--- src/rtl/bc_word_sequencer_1553.sv ---
// bc_word_sequencer_1553: walks the BC word list and strobes the 1553 encoder.
// Define SEQ_LOOP_EN to restart the list on an end marker or address wrap.
module bc_word_sequencer_1553 #(
  parameter int ADDR_W     = 9,
  parameter int GAP_CYCLES = 4,
  parameter int BUSY_TMO   = 8
) (
  input  logic              clk,
  input  logic              rst_n,
  input  logic              start,
  output logic [ADDR_W-1:0] rom_addr,
  input  logic [17:0]       rom_data,
  input  logic              tx_busy,
  output logic [15:0]       tx_dword,
  output logic              tx_csw,
  output logic              tx_dw,
  output logic              active,
  output logic              done,
  output logic              err,
  output logic [ADDR_W-1:0] word_cnt
);

  typedef enum logic [2:0] {
    IDLE, FETCH, LOAD, ISSUE, WAIT_BUSY, WAIT_DONE, GAP
  } state_t;

  localparam logic [7:0] GAP_LAST =
    8'(GAP_CYCLES == 0 ? 0 : GAP_CYCLES - 1);
  localparam logic [7:0] TMO_LAST = 8'(BUSY_TMO - 1);

  state_t            state_q, state_d;
  logic [ADDR_W-1:0] addr_q, addr_d;
  logic [ADDR_W-1:0] wcnt_q, wcnt_d;
  logic [15:0]       dword_q, dword_d;
  logic [7:0]        cnt_q, cnt_d;
  logic              csw_q, csw_d;
  logic              dw_q, dw_d;
  logic              act_q, act_d;
  logic              done_q, done_d;
  logic              err_q, err_d;
  logic              adv;

  always_comb begin
    state_d = state_q;
    addr_d  = addr_q;
    wcnt_d  = wcnt_q;
    cnt_d   = cnt_q;
    act_d   = act_q;
    err_d   = err_q;
    dword_d = '0;
    csw_d   = 1'b0;
    dw_d    = 1'b0;
    done_d  = 1'b0;
    adv     = 1'b0;
    unique case (state_q)
      IDLE: begin
        // the done cycle is already IDLE, so block a coincident start
        if (start && !done_q) begin
          addr_d  = '0;
          wcnt_d  = '0;
          err_d   = 1'b0;
          act_d   = 1'b1;
          state_d = FETCH;
        end
      end
      FETCH: state_d = LOAD;
      LOAD: begin
        unique case (rom_data[17:16])
          2'b00: begin
            done_d = 1'b1;
`ifdef SEQ_LOOP_EN
            if (addr_q != '0) begin
              addr_d  = '0;
              state_d = FETCH;
            end else begin
              act_d   = 1'b0;
              state_d = IDLE;
            end
`else
            act_d   = 1'b0;
            state_d = IDLE;
`endif
          end
          2'b11: begin
            err_d   = 1'b1;
            act_d   = 1'b0;
            state_d = IDLE;
          end
          default: begin
            csw_d   = rom_data[17];
            dw_d    = rom_data[16];
            dword_d = rom_data[15:0];
            state_d = ISSUE;
          end
        endcase
      end
      ISSUE: begin
        wcnt_d  = wcnt_q + 1'b1;
        cnt_d   = '0;
        state_d = WAIT_BUSY;
      end
      WAIT_BUSY: begin
        if (tx_busy) begin
          state_d = WAIT_DONE;
        end else if (cnt_q == TMO_LAST) begin
          err_d   = 1'b1;
          act_d   = 1'b0;
          state_d = IDLE;
        end else begin
          cnt_d = cnt_q + 8'd1;
        end
      end
      WAIT_DONE: begin
        if (!tx_busy) begin
          cnt_d = '0;
          if (GAP_CYCLES == 0) adv = 1'b1;
          else state_d = GAP;
        end
      end
      GAP: begin
        if (cnt_q == GAP_LAST) adv = 1'b1;
        else cnt_d = cnt_q + 8'd1;
      end
      default: state_d = IDLE;
    endcase
    if (adv) begin
      if (&addr_q) begin
        done_d = 1'b1;
`ifdef SEQ_LOOP_EN
        addr_d  = '0;
        state_d = FETCH;
`else
        act_d   = 1'b0;
        state_d = IDLE;
`endif
      end else begin
        addr_d  = addr_q + 1'b1;
        state_d = FETCH;
      end
    end
  end

  always_ff @(posedge clk or negedge rst_n) begin
    if (!rst_n) begin
      state_q <= IDLE;
      addr_q  <= '0;
      wcnt_q  <= '0;
      dword_q <= '0;
      cnt_q   <= '0;
      csw_q   <= 1'b0;
      dw_q    <= 1'b0;
      act_q   <= 1'b0;
      done_q  <= 1'b0;
      err_q   <= 1'b0;
    end else begin
      state_q <= state_d;
      addr_q  <= addr_d;
      wcnt_q  <= wcnt_d;
      dword_q <= dword_d;
      cnt_q   <= cnt_d;
      csw_q   <= csw_d;
      dw_q    <= dw_d;
      act_q   <= act_d;
      done_q  <= done_d;
      err_q   <= err_d;
    end
  end

  assign rom_addr = addr_q;
  assign word_cnt = wcnt_q;
  assign tx_dword = dword_q;
  assign tx_csw   = csw_q;
  assign tx_dw    = dw_q;
  assign active   = act_q;
  assign done     = done_q;
  assign err      = err_q;

endmodule

--- config.mk ---
export PLATFORM = sky130hd
export DESIGN_NAME = bc_word_sequencer_1553
export DESIGN_NICKNAME = d
export VERILOG_FILES = /design/src/rtl/bc_word_sequencer_1553.sv
export SDC_FILE = /design/constraint.sdc
export NUM_CORES = 1
export LEC_CHECK = 0
export BUFFER_PORTS_ARGS = -buffer_cell sky130_fd_sc_hd__buf_4
export CORE_MARGIN = 5
export CORE_UTILIZATION = 32
export DETAILED_ROUTE_END_ITERATION = 8
export HOLD_SLACK_MARGIN = 0.02
export SYNTH_ARGS = -nofsm -noshare
export SYNTH_HDL_FRONTEND = slang
export SYNTH_SLANG_ARGS = --single-unit
export TNS_END_PERCENT = 5
--- constraint.sdc ---
create_clock -name clk -period 5.1 [get_ports clk]
set_input_delay 1.02 -clock clk [delete_from_list [all_inputs] [get_ports clk]]
set_output_delay 1.02 -clock clk [all_outputs]
set_load 0.02 [all_outputs]
==> results.json, run 1 <==
{
  "synth_simple_gate_area_share_pct": 25.6,
  "seq_power_share_pct": 45.2,
  "ys.flop_type": "dfrtp_1",
  "ys_seq_area_share_pct": 52.1,
  "clock_skew_ps": 8.97,
  "antenna_found_initial": 0,
  "clockPowerShare_pct": 22.8,
  "yosysWarnings": 0,
  "placementRows": 31,
  "syn_nets": 269,
  "synth.avg_cell_area_sq_um": 10.1,
  "peakVddDrop_uv": 222,
  "cts_max_level": 2,
  "power_density_nw_per_um2": 410,
  "endpoint_kind": "register",
  "yosysTopAreaCell": "dfrtp_1",
  "drc": 0,
  "slowest_stage": "or4_1",
  "grt_max_degree": 51,
  "critical_path_class": "reg -> reg",
  "hold_viol": 0,
  "cp_num_buf_inv": 0,
  "p_leak_nw": 1.47,
  "slowest_delay_ps": 530,
  "hpwlAfterDp_microns": 3860,
  "die_h_microns": 96.7,
  "synth_edf_count": 0,
  "synth_mux_area_share_pct": 2.08,
  "dieArea_sq_um": 9340,
  "critical_path_depth": 8,
  "crit_arrival_ps": 2450,
  "grt_usage_pct": 11.7,
  "grt_first_pass_wirelength_microns": 9250,
  "post-route-util_pct": 41.9,
  "core_sq_um": 7290,
  "synthTopCellsByArea": "dfrtp_1 (52%), and2_1 (4.4%), o21ai_0 (4.4%)",
  "synth_top_family_by_area": "simple AND/OR/NAND/NOR gates",
  "synth-xor-area-share_pct": 0.364,
  "worstPathMaxFanout": 18,
  "initial_core_util_pct": 33.0,
  "internal_power_uw": 791,
  "worstSkewPairLatency_ps": 300,
  "tns_ps": 0,
  "p_sw_uw": 459,
  "combPwrFrac_pct": 32.0,
  "finalCriticalPeriod_ps": 2210,
  "n_antenna_cell": 0,
  "fin_nets": 327,
  "ys_ff_latch": 50,
  "io_pins": 61,
  "hold_buffers": 0,
  "layout-drive-gt1-share_pct": 23.9,
  "routedWlPerCell_microns": 13.6,
  "ys_types": 42,
  "die_w_microns": 96.7,
  "finalSetupViolCount": 0,
  "via_per_inst": 4.92,
  "cts_resized": 0,
  "cts_setup_buffers": 0,
  "clk_pin_slew_ps": 90,
  "gr-total-overflow": 0,
  "cts_tree": "yes",
  "cts_made_buffers": 5,
  "fin_crit_sh_pct": 43.4,
  "gp_congestion": 0.766,
  "cts_root_buf": "clkbuf_8",
  "drt_iter0_drc": 70,
  "clockBufferDepth": 2,
  "synth-compound-area-share_pct": 13.1,
  "rsz0062_at_grt": "false",
  "first_global_vias": 1997,
  "cap_violations": 0,
  "crit_required_ps": 5330,
  "finalWirelength_microns": 5370,
  "area_growth_pct": 27.0,
  "hold_path.class": "reg -> reg",
  "reg2reg_depth": 8,
  "worst_setup_path_start_kind": "register",
  "async_flop_share_pct": 100,
  "hold_depth": 1,
  "syn_inst": 239,
  "power.switching_fraction_pct": 36.7,
  "synthAdderAreaFrac_pct": 4.16,
  "cp_cell_sequence": "ha_1, nand3_1, nor2_1, ha_1, nor2_1, nand4_4, or4_1, a21oi_1",
  "yosysMostFrequentCell": "dfrtp_1",
  "netlist_top_cells_count": "dfrtp_1 (50), nand2_1 (24), o21ai_0 (21)",
  "cp_top_family": "simple AND/OR/NAND/NOR gates",
  "clock-sinks": 50,
  "yosysTopAreaCellShare_pct": 52.1,
  "worstMarginPinSlew_ps": 682,
  "portBuffers": 60,
  "via_count": 1950,
  "status": "finished clean",
  "max_slew_margin_pct": 54.6,
  "slew_viol_final": 0,
  "synth_area_sq_um": 2400,
  "postRouteAntennaNets": 0,
  "dr.pass1.iters": 5,
  "max_freq_mhz": 452
}
==> final timing paths <==
check	startpoint	endpoint	slack, ps
setup / recovery	rom_addr[0]	rom_addr[7]	2890
hold / removal	word_cnt[8]	word_cnt[8]	480
setup reg to reg	rom_addr[0]	rom_addr[7]	2890
hold reg to reg	word_cnt[8]	word_cnt[8]	480
max in group asynchronous	rst_n	cnt_q[2]	3940
min in group asynchronous	rst_n	word_cnt[3]	740
==> power by group through the flow <==
stage / Combinational (mW) / Clock (mW) / Sequential, mW
after detailed placement: 0.405 / 0 / 0.572
after global routing: 0.447 / 0.308 / 0.580
final: 0.400 / 0.285 / 0.566
after floorplan: 0.276 / 0 / 0.560
after CTS: 0.406 / 0.295 / 0.565
after global placement: 0.397 / 0 / 0.573
==> registers in the layout, summed over array words and instances, names as in the netlist <==
name / cells
done: 1
state_q: 3
word_cnt: 9
tx_csw: 1
cnt_q: 8
rom_addr: 9
active: 1
err: 1
tx_dw: 1
tx_dword: 16
==> cell type report <==
class | instances | area [sq um]
clock buffers | 6 | 82.6
multi-input cells | 173 | 1090
repair buffers | 60 | 450
flip-flops and latches | 50 | 1250
clock inverters | 1 | 30.0
inverters | 7 | 26.3
fillers | 752 | 4240
well taps | 99 | 124
==> layout by cell type, fill, tap and decap left out, drive strengths merged, types with 2 or more instances in the layout <==
cell	netlist	layout
and3	8	8
or4	3	3
o21ai	21	21
inv	7	7
dfrtp	50	50
nand4	4	4
and3b	2	2
nor2	10	10
buf	3	60
mux2i	5	5
nand2	24	24
a2bb2oi	2	2
nor4	2	2
nand3b	2	2
o311ai	2	2
and2	17	17
nand3	17	17
nor2b	3	3
a21oi	13	13
nor3	6	6
clkbuf	6	6
nor3b	2	2
o31ai	3	3
ha	8	8
nand2b	3	3
or3	4	4
==> cell families (layout without fill, tap and decap cells) <==
kind of cell             Yosys count  after routing
XOR/XNOR                           1              1
buffers and inverters             16             74
AO/OA/AOI/OAI                     52             52
flip-flops                        50             50
multiplexers                       5              5
adder cells (fa/ha/maj)            8              8
AND/OR/NAND/NOR                  107            107
==> layer usage <==
layer,track usage [%],routed length (microns)
met1,14.8,2550
met2,19.6,2520
met3,3.81,282
met4,2.27,17
met5,0,0
==> through the flow <==
step	power (mW)	worst slack, ps	instance area (sq um)	instances	hold WS [ps]
after floorplan	0.835	3050	2400	239	479
after global placement	0.970	2870	2940	389	474
after detailed placement	0.977	2830	2940	389	472
after CTS	1.27	2880	3050	396	485
after global routing	1.33	2720	3050	396	529
final	1.25	2890	3050	396	479
Power figures use the tool's default switching activity.
==> inputs of run 2 (changes only) <==
Clock period 5.1 ns to 2.3 ns, I/O delays scaled along.
==> run 2 against run 1 <==
  * Clock power up 83%
  * Sequential power up 120%
  * Final cell count increased by 1.5%
  * First-iteration DRC count shrank 27%
  * Worst setup slack got worse by 2700 ps
  * Cell area rose by 0.57%
  * Clock skew is 2.5 ps lower
  * Combinational power up 140%
==> results.json, run 2 (synthesis gave the netlist of run 1 again) <==
{
  "grt_max_degree": 51,
  "max_slew_margin_pct": 58.5,
  "first_global_vias": 1943,
  "finalSetupViolCount": 0,
  "use_met3_pct": 4.10,
  "p_leak_nw": 1.48,
  "cts_root_buf": "clkbuf_8",
  "antenna_found_initial": 0,
  "portBuffers": 60,
  "largest_reg_flops": 16,
  "area_growth_pct": 27.7,
  "final-instance-count-excl-fill": 402,
  "initial_core_util_pct": 33.0,
  "cts_resized": 0,
  "via_count": 1953,
  "cts_made_buffers": 5,
  "whs_ps": 168,
  "endpoint_kind": "register",
  "n_antenna_cell": 0,
  "fillers": 743,
  "top_usage_layer": "met2",
  "drc": 0,
  "final_cell_mix": "buf_4 (65), dfrtp_1 (50), nand2_1 (24)",
  "clock-sinks": 50,
  "peakVddDrop_uv": 398,
  "io_pins": 61,
  "slew_viol_final": 0,
  "critical_path_class": "reg -> reg",
  "rsz0062_at_grt": "false",
  "r2r_slack_ps": 220,
  "dp_cells": 394,
  "cts_max_level": 2,
  "grt_usage_pct": 11.1,
  "layout-drive-gt1-share_pct": 25.4,
  "hold_path.class": "in -> async",
  "hold_buffers": 0,
  "hold_viol": 0,
  "cts_setup_buffers": 0,
  "power.total_mw": 2.70,
  "die_w_microns": 96.7,
  "placementRows": 31,
  "fin_crit_sh_pct": 90.4,
  "worstPathMaxFanout": 10,
  "core_sq_um": 7290,
  "die_h_microns": 96.7,
  "gp_congestion": 0.823,
  "crit_arrival_ps": 2310,
  "grt_first_pass_wirelength_microns": 9000,
  "drt_iter0_drc": 51,
  "postRouteAntennaNets": 0,
  "grtUsageMet2_pct": 18.3,
  "layout_commonest_cell": "buf_4",
  "worst_setup_path_start_kind": "register",
  "worstMarginPinSlew_ps": 622,
  "cts_tree": "yes",
  "worstSkewPairLatency_ps": 300,
  "grtUsageMet1_pct": 14.3,
  "gr-total-overflow": 0,
  "fin_nets": 332,
  "finalCriticalPeriod_ps": 2080,
  "crit_required_ps": 2530,
  "clk_pin_slew_ps": 100,
  "tns_ps": 0,
  "routedWlPerCell_microns": 12.8,
  "status": "finished clean",
  "dr.pass1.iters": 6,
  "power_density_nw_per_um2": 881,
  "cap_violations": 0,
  "hpwlAfterDp_microns": 3870,
  "dieArea_sq_um": 9340,
  "max_freq_mhz": 481,
  "finalWirelength_microns": 5150,
  "clock_skew_ps": 6.47,
  "clockBufferDepth": 2,
  "via_per_inst": 4.86
}
[run 2: cell count changes in the layout (fill, tap and decap cells not counted)]
cell       delta
bufinv_16     -1
inv_6         +1
clkbuf_1      +1
buf_4         +5
nor2_2        +1
nor2_1        -1
clkbuf_8      -1
clkinv_4      +1
[run 2: final timing paths]
path	depth (start not counted)	from	end
max	9	rom_addr[0]	rom_addr[2]
min in group clk	2	rom_data[10]	tx_dword[10]
min reg2reg	1	word_cnt[8]	word_cnt[8]
max reg2reg	9	rom_addr[0]	rom_addr[2]
min	1	rst_n	word_cnt[2]
max in group asynchronous	1	rst_n	cnt_q[2]
[run 2: critical path: stages (launching register included)]
cell and delay [ps]:
dfrtp_1 430, ha_1 240, nand3_1 120, nor2_1 70, ha_1 210, nor2_2 130, nand4_4 160, buf_4 220
or3_1 300, a21oi_1 140
[run 2: layout make-up]
class | instances | area [sq um] | area share [%]
clock buffers | 6 | 72.6 | 2.36
clock inverters | 2 | 17.5 | 0.570
inverters | 7 | 26.3 | 0.856
multi-input cells | 173 | 1090 | 35.5
flip-flops and latches | 50 | 1250 | 40.7
well taps | 99 | 124 | 4.03
repair buffers | 65 | 488 | 15.9
[run 2: per-layer routing]
metal  wire length [microns]  vias to the layer above  share of wire (%)
met2                    2430                       49                 47
li1                        -                      977                  -
met3                     380                        2                7.4
met5                       0                        -                  0
met1                    2320                      925                 45
met4                      17                        0               0.33
[run 2: per-stage QoR]
stage          area (sq um)  utilization (%)  setup WS, ps
5_1_grt                3070             42.1          35.6
4_1_cts                3070             42.1           173
3_5_place_dp           2980             40.8           205
3_3_place_gp           2980             40.8           251
6_report               3070             42.1           221
2_1_floorplan          2400                -           254
[run 2: power by group]
group	internal (mW)	leakage, nW	total (mW)	switching, mW
sequential	1.02	0.679	1.22	0.202
clock	0.221	0.0458	0.522	0.301
combinational	0.422	0.757	0.957	0.535
